### config.mk
export PLATFORM = sky130hd
export DESIGN_NAME = riscv_if_fetch
export DESIGN_NICKNAME = d
export VERILOG_FILES = /design/src/rtl/riscv_if_fetch.sv
export SDC_FILE = /design/constraint.sdc
export NUM_CORES = 1
export LEC_CHECK = 0
export BUFFER_PORTS_ARGS = -buffer_cell sky130_fd_sc_hd__buf_2
export CAP_MARGIN = 40
export CORE_UTILIZATION = 40
export CTS_BUF_LIST = sky130_fd_sc_hd__clkbuf_8
export CTS_CLUSTER_SIZE = 28
export DETAILED_ROUTE_END_ITERATION = 8
export GPL_TIMING_DRIVEN = 0
export PLACE_DENSITY_LB_ADDON = 0.1
export SLEW_MARGIN = 10
export SYNTH_ARGS = -nofsm -noshare
export SYNTH_HDL_FRONTEND = slang
export SYNTH_SLANG_ARGS = --single-unit
### constraint.sdc
create_clock -name clk_i -period 4.25 [get_ports clk_i]
set_input_delay 0.2125 -clock clk_i [delete_from_list [all_inputs] [get_ports clk_i]]
set_output_delay 0.2125 -clock clk_i [all_outputs]
set_load 0.02 [all_outputs]
### src/rtl/riscv_if_fetch.sv
// Instruction-fetch stage: owns the fetch PC, keeps at most one imem request in flight,
// and hands {PC, instr} to ID through an output register backed by a 1-entry skid buffer.
module riscv_if_fetch #(
    parameter int unsigned          WORD_SIZE = 32,
    parameter logic [WORD_SIZE-1:0] RESET_PC  = '0
) (
    input  logic                 clk_i,
    input  logic                 rst_ni,
    output logic                 imem_req_o,
    output logic [WORD_SIZE-1:0] imem_addr_o,
    input  logic                 imem_gnt_i,
    input  logic                 imem_rvalid_i,
    input  logic [WORD_SIZE-1:0] imem_rdata_i,
    input  logic                 stall_i,
    input  logic                 redirect_i,
    input  logic [WORD_SIZE-1:0] redirect_pc_i,
    output logic [WORD_SIZE-1:0] PC_IF_o,
    output logic [WORD_SIZE-1:0] instr_IF_o,
    output logic                 valid_o
);

    localparam int unsigned W = WORD_SIZE;
    localparam logic [W-1:0] PC_STEP    = W'(4);
    localparam logic [W-1:0] ALIGN_MASK = ~W'(3);

    typedef enum logic [2:0] {
        IDLE = 3'd0,
        REQ  = 3'd1,
        WAIT = 3'd2,
        HOLD = 3'd3,
        DROP = 3'd4
    } state_e;

    typedef struct packed {
        logic [W-1:0] pc;
        logic [W-1:0] instr;
    } fetch_pkt_t;

    state_e     state_q, state_d;
    logic [W-1:0] pc_q, pc_d;
    logic [W-1:0] fetch_pc_q, fetch_pc_d;
    fetch_pkt_t out_q, out_d;
    logic       valid_q, valid_d;
    fetch_pkt_t skid_q, skid_d;
    logic       skid_valid_q, skid_valid_d;
    logic       req_q, req_d;
    logic [W-1:0] addr_q, addr_d;

    // State register and all output/data registers
    always_ff @(posedge clk_i or negedge rst_ni) begin
        if (!rst_ni) begin
            state_q      <= IDLE;
            pc_q         <= RESET_PC;
            fetch_pc_q   <= '0;
            out_q        <= '0;
            valid_q      <= 1'b0;
            skid_q       <= '0;
            skid_valid_q <= 1'b0;
            req_q        <= 1'b0;
            addr_q       <= '0;
        end else begin
            state_q      <= state_d;
            pc_q         <= pc_d;
            fetch_pc_q   <= fetch_pc_d;
            out_q        <= out_d;
            valid_q      <= valid_d;
            skid_q       <= skid_d;
            skid_valid_q <= skid_valid_d;
            req_q        <= req_d;
            addr_q       <= addr_d;
        end
    end

    // Next-state, PC, output-slot and skid logic; redirect overrides everything outside IDLE
    always_comb begin
        state_d      = state_q;
        pc_d         = pc_q;
        fetch_pc_d   = fetch_pc_q;
        out_d        = out_q;
        valid_d      = valid_q & stall_i;
        skid_d       = skid_q;
        skid_valid_d = skid_valid_q;

        case (state_q)
            IDLE: begin
                state_d = REQ;
            end
            REQ: begin
                if (imem_gnt_i) begin
                    fetch_pc_d = pc_q;
                    pc_d       = pc_q + PC_STEP;
                    state_d    = WAIT;
                end
            end
            WAIT: begin
                if (imem_rvalid_i) begin
                    if (!valid_q || !stall_i) begin
                        out_d   = '{pc: fetch_pc_q, instr: imem_rdata_i};
                        valid_d = 1'b1;
                        state_d = REQ;
                    end else begin
                        skid_d       = '{pc: fetch_pc_q, instr: imem_rdata_i};
                        skid_valid_d = 1'b1;
                        state_d      = HOLD;
                    end
                end
            end
            HOLD: begin
                if (!stall_i) begin
                    out_d        = skid_q;
                    valid_d      = 1'b1;
                    skid_valid_d = 1'b0;
                    state_d      = REQ;
                end
            end
            DROP: begin
                if (imem_rvalid_i) begin
                    state_d = REQ;
                end
            end
            default: begin
                state_d = IDLE;
            end
        endcase

        if (redirect_i && (state_q != IDLE)) begin
            pc_d         = redirect_pc_i & ALIGN_MASK;
            valid_d      = 1'b0;
            skid_valid_d = 1'b0;
            case (state_q)
                REQ:       state_d = imem_gnt_i ? DROP : REQ;
                WAIT,
                DROP:      state_d = imem_rvalid_i ? REQ : DROP;
                HOLD:      state_d = REQ;
                default:   state_d = IDLE;
            endcase
        end
    end

    // Request/address registers track the state being entered so they line up with REQ
    always_comb begin
        req_d  = (state_d == REQ);
        addr_d = (state_d == REQ) ? pc_d : '0;
    end

    assign imem_req_o  = req_q;
    assign imem_addr_o = addr_q;
    assign PC_IF_o     = out_q.pc;
    assign instr_IF_o  = out_q.instr;
    assign valid_o     = valid_q;

    // A response may only arrive while one is expected (or in IDLE, where it is dropped)
    a_no_rvalid_in_req_hold: assert property (@(posedge clk_i) disable iff (!rst_ni)
        imem_rvalid_i |-> ((state_q != REQ) && (state_q != HOLD)));

    // A redirect always leaves the output slot empty on the following cycle
    a_redirect_kills_valid: assert property (@(posedge clk_i) disable iff (!rst_ni)
        (redirect_i && (state_q != IDLE)) |=> !valid_o);

    // HOLD is only reachable with a filled skid entry
    a_hold_has_skid: assert property (@(posedge clk_i) disable iff (!rst_ni)
        (state_q == HOLD) |-> skid_valid_q);

endmodule
==> flow_metrics.env <==
export IMPL_run_status="complete, no violations"
export IMPL_fin_util_pct=52.51
export IMPL_required_ns=4.67
export IMPL_maxSlewViolCount=0
export IMPL_rows=56
export IMPL_grt_antenna_before_repair=0
export IMPL_min_path_type="primary input to register"
export IMPL_r2r_cells=9
export IMPL_ios=168
export IMPL_cts_buffers=40
export IMPL_pwr_share_seq_pct=42.1
export IMPL_crit_path_end_kind="register"
export IMPL_grt_pass1_vias=7089
export IMPL_hold_slack_ns=0.03120
export IMPL_use_met3_pct=3.750
export IMPL_min_period_ns=2.203
export IMPL_finalHoldViolCount=0
export IMPL_coreArea_um2=23680
export IMPL_power_density_nw_per_um2=653.9
export IMPL_place_hpwl_mm=15.40
export IMPL_timing_rr_end="PC_IF_o[25]$_DFFE_PN0P_"
export IMPL_worst_pin_slew_ns=0.6075
export IMPL_wl_per_cell_um=15.51
export IMPL_fin_nets=1195
export IMPL_die_h_um=158.0
export IMPL_gp_congestion=0.7570
export IMPL_max_slew_margin_pct=59.50
export IMPL_grt_max_degree=82
export IMPL_postSynthAreaPerCell_um2=11.43
export IMPL_start_kind="register"
export IMPL_achievable_frequency_mhz=454.0
export IMPL_grtUsageTotal_pct=18.89
export IMPL_clock_skew_ns=0.01751
export IMPL_dpl_instance_area_um2=11020
export IMPL_netlist_area_um2=9731
export IMPL_setup_viol=0
export IMPL_fin_crit_sh_pct=51.82
export IMPL_p_leak_nw=6.507
export IMPL_grtUsageMet1_pct=26.88
export IMPL_synthFlopType="dfrtp_1"
export IMPL_grt_use_met2_pct=29.07
export IMPL_swShare_pct=38.32
export IMPL_synthArstFlopShare_pct=100.0
export IMPL_die_area_um2=24950
export IMPL_maxCapViolations=0
export IMPL_postCtsHoldBufs=64
export IMPL_grt_first_pass_wirelength_mm=36.91
export IMPL_drt_iter0_markers=330
export IMPL_power_mw=8.133
export IMPL_clk_path_buf_depth=3
export IMPL_grt_busiest_layer="met2"
export IMPL_ys_seq_elements=229
export IMPL_ant_nets=0
export IMPL_crit_fanout=10
export IMPL_grt_ovfl_total=0
export IMPL_nFillCells=2252
export IMPL_critPathKind="register to register"
export IMPL_p_comb_share_pct=33.9
export IMPL_r2r_start="state_q[0]$_DFF_PN0_"
export IMPL_cts_tree="built"
export IMPL_grt_setup_unrepaired="false"
export IMPL_htreeDepth=2
export IMPL_min_path_cells=3
export IMPL_syn_to_final_growth_pct=27.81
export IMPL_fin_setup_tns_ns=0
export IMPL_p_int_mw=5.017
export IMPL_synth_cells=851
export IMPL_ff2ff_setup_slack_ns=2.05
export IMPL_cts_root_buf="clkbuf_8"
export IMPL_postCtsSetupBuffers=0
export IMPL_clock_sinks=229
export IMPL_synth_cell_type_count=51
export IMPL_yosysSeqAreaShare_pct=58.89
export IMPL_yosys_warnings=0
export IMPL_arrival_ns=2.62
export IMPL_worst_hold_startpoint="redirect_pc_i[31]"
export IMPL_hold_end="pc_q[31]$_DFF_PN0_"
export IMPL_ff_latch_area_um2=5731
export IMPL_drcViolationCount=0
export IMPL_vias_per_cell=4.813
export IMPL_diodes=0
export IMPL_vdd_drop_max_v=0.0003820
export IMPL_synth_fp_nets=922
export IMPL_layout_drive_gt1_share_pct=30.11
export IMPL_drt_total_wl_mm=22.76
export IMPL_first_pass_iters=5
export IMPL_path_clk_slew_ns=0.06
export IMPL_numPortBuffers=165
export IMPL_power_switching_mw=3.116
export IMPL_multi_input_area_um2=3711
export IMPL_fin_area_um2=12440
export IMPL_ctsResizeCount=0
export IMPL_die_w_um=158.0
export IMPL_dr_total_vias=7066
export IMPL_initial_core_util_pct=41.09
export IMPL_synth_edf_count=0
export IMPL_clkLatencyLatePin_ns=0.53
export IMPL_clkPwrFrac_pct=24.1
==> placed cells by master (no fill, tap or decap), types with 9 or more instances in the layout <==
cell and instances:
a211oi_1 10, mux2i_1 64, inv_1 17, clkbuf_8 55, xor2_1 11, nor2b_1 12
nor2_1 36, mux2_2 64, a31oi_1 10, dlygate4sd3_1 64, clkbuf_1 18, dfrtp_1 229
nand4_1 9, nand2_1 178, o21ai_0 82, buf_2 188, a21oi_1 13
==> stage by stage <==
step	instances	worst slack (ns)
2_1_floorplan	851	2.522
3_3_place_gp	1335	-1.238
3_5_place_dp	1337	1.999
4_1_cts	1468	1.981
5_1_grt	1468	1.767
6_report	1468	2.047
==> final cells by class <==
| class | count | area share [%] |
|---|---|---|
| sequential | 229 | 46.08 |
| multi-input combinational | 567 | 29.84 |
| timing repair buffer | 231 | 12.31 |
| clock buffer | 52 | 5.755 |
| tap | 319 | 3.209 |
| buffer | 50 | 2.173 |
| clock inverter | 15 | 0.4829 |
| inverter | 5 | 0.1509 |
==> per-layer routing <==
layer / vias up / share of wire (%)
li1: 3497 / -
met1: 3363 / 50
met2: 177 / 44
met3: 29 / 4.9
met4: 0 / 1.5
met5: - / 0
==> power by group through the flow <==
stage	Combinational [mW]	Clock, mW	Sequential (mW)
5_1_grt	3.07	2.12	3.53
3_5_place_dp	2.73	0	3.44
6_report	2.75	1.96	3.42
2_1_floorplan	1.37	0	3.81
4_1_cts	2.79	2.02	3.42
3_3_place_gp	2.72	0	3.43
==> worst max-delay path by stage <==
| stage | startpoint | endpoint | slack [ns] | cells past startpoint |
|---|---|---|---|---|
| CTS | state_q[0]$_DFF_PN0_ | PC_IF_o[25]$_DFFE_PN0P_ | 1.98 | 9 |
| floorplan | state_q[2]$_DFF_PN0_ | imem_addr_o[20]$_DFF_PN0_ | 2.52 | 6 |
| finish | state_q[0]$_DFF_PN0_ | PC_IF_o[25]$_DFFE_PN0P_ | 2.05 | 9 |
| detailed placement | state_q[0]$_DFF_PN0_ | PC_IF_o[25]$_DFFE_PN0P_ | 2.00 | 9 |
| global route | state_q[0]$_DFF_PN0_ | PC_IF_o[25]$_DFFE_PN0P_ | 1.77 | 9 |
| global placement | rst_ni | imem_addr_o[27]$_DFF_PN0_ | -1.24 | 1 |
==> synth_stat cells (9+ instances only) <==
library cell  number  area, um2
o21ai_0           82      410.4
dfrtp_1          229       5731
a211oi_1          10      75.07
nor2_1            36      135.1
a21oi_1           13      65.06
a31oi_1           10      62.56
nand4_1            9      56.30
nor2b_1           12      75.07
clkbuf_1          18      67.56
mux2i_1           64      640.6
nand2_1          178      668.1
buf_2             24      120.1
mux2_2            64      720.7
xor2_1            11      96.34
==> critical path, stage by stage (launching register included) <==
cell	delay, ns
dfrtp_1	0.40
buf_4	0.18
nor2_2	0.19
nor2_1	0.08
nand2_1	0.14
buf_2	0.26
clkbuf_1	0.39
buf_2	0.30
nand2_1	0.08
o21ai_0	0.08
==> sequential cells by signal (all words and copies together) (netlist names) <==
register	flops
fetch_pc_q	32
valid_o	1
instr_IF_o	32
imem_addr_o	32
imem_req_o	1
PC_IF_o	32
skid_q	64
state_q	3
pc_q	32
==> logic make-up (layout without fill, tap and decap cells) <==
family / after synthesis / after routing / synth area share [%]
AOI/OAI and AO/OA: 133 / 133 / 8.294
xor gates and xnor gates: 19 / 19 / 1.710
and+or+nand+nor: 286 / 286 / 14.02
DFF: 229 / 229 / 58.89
muxes: 128 / 128 / 13.99
buffers and inverters: 55 / 353 / 2.970
adders and majority gates: 1 / 1 / 0.1286
No activity file was read; power rests on OpenSTA's default activity.
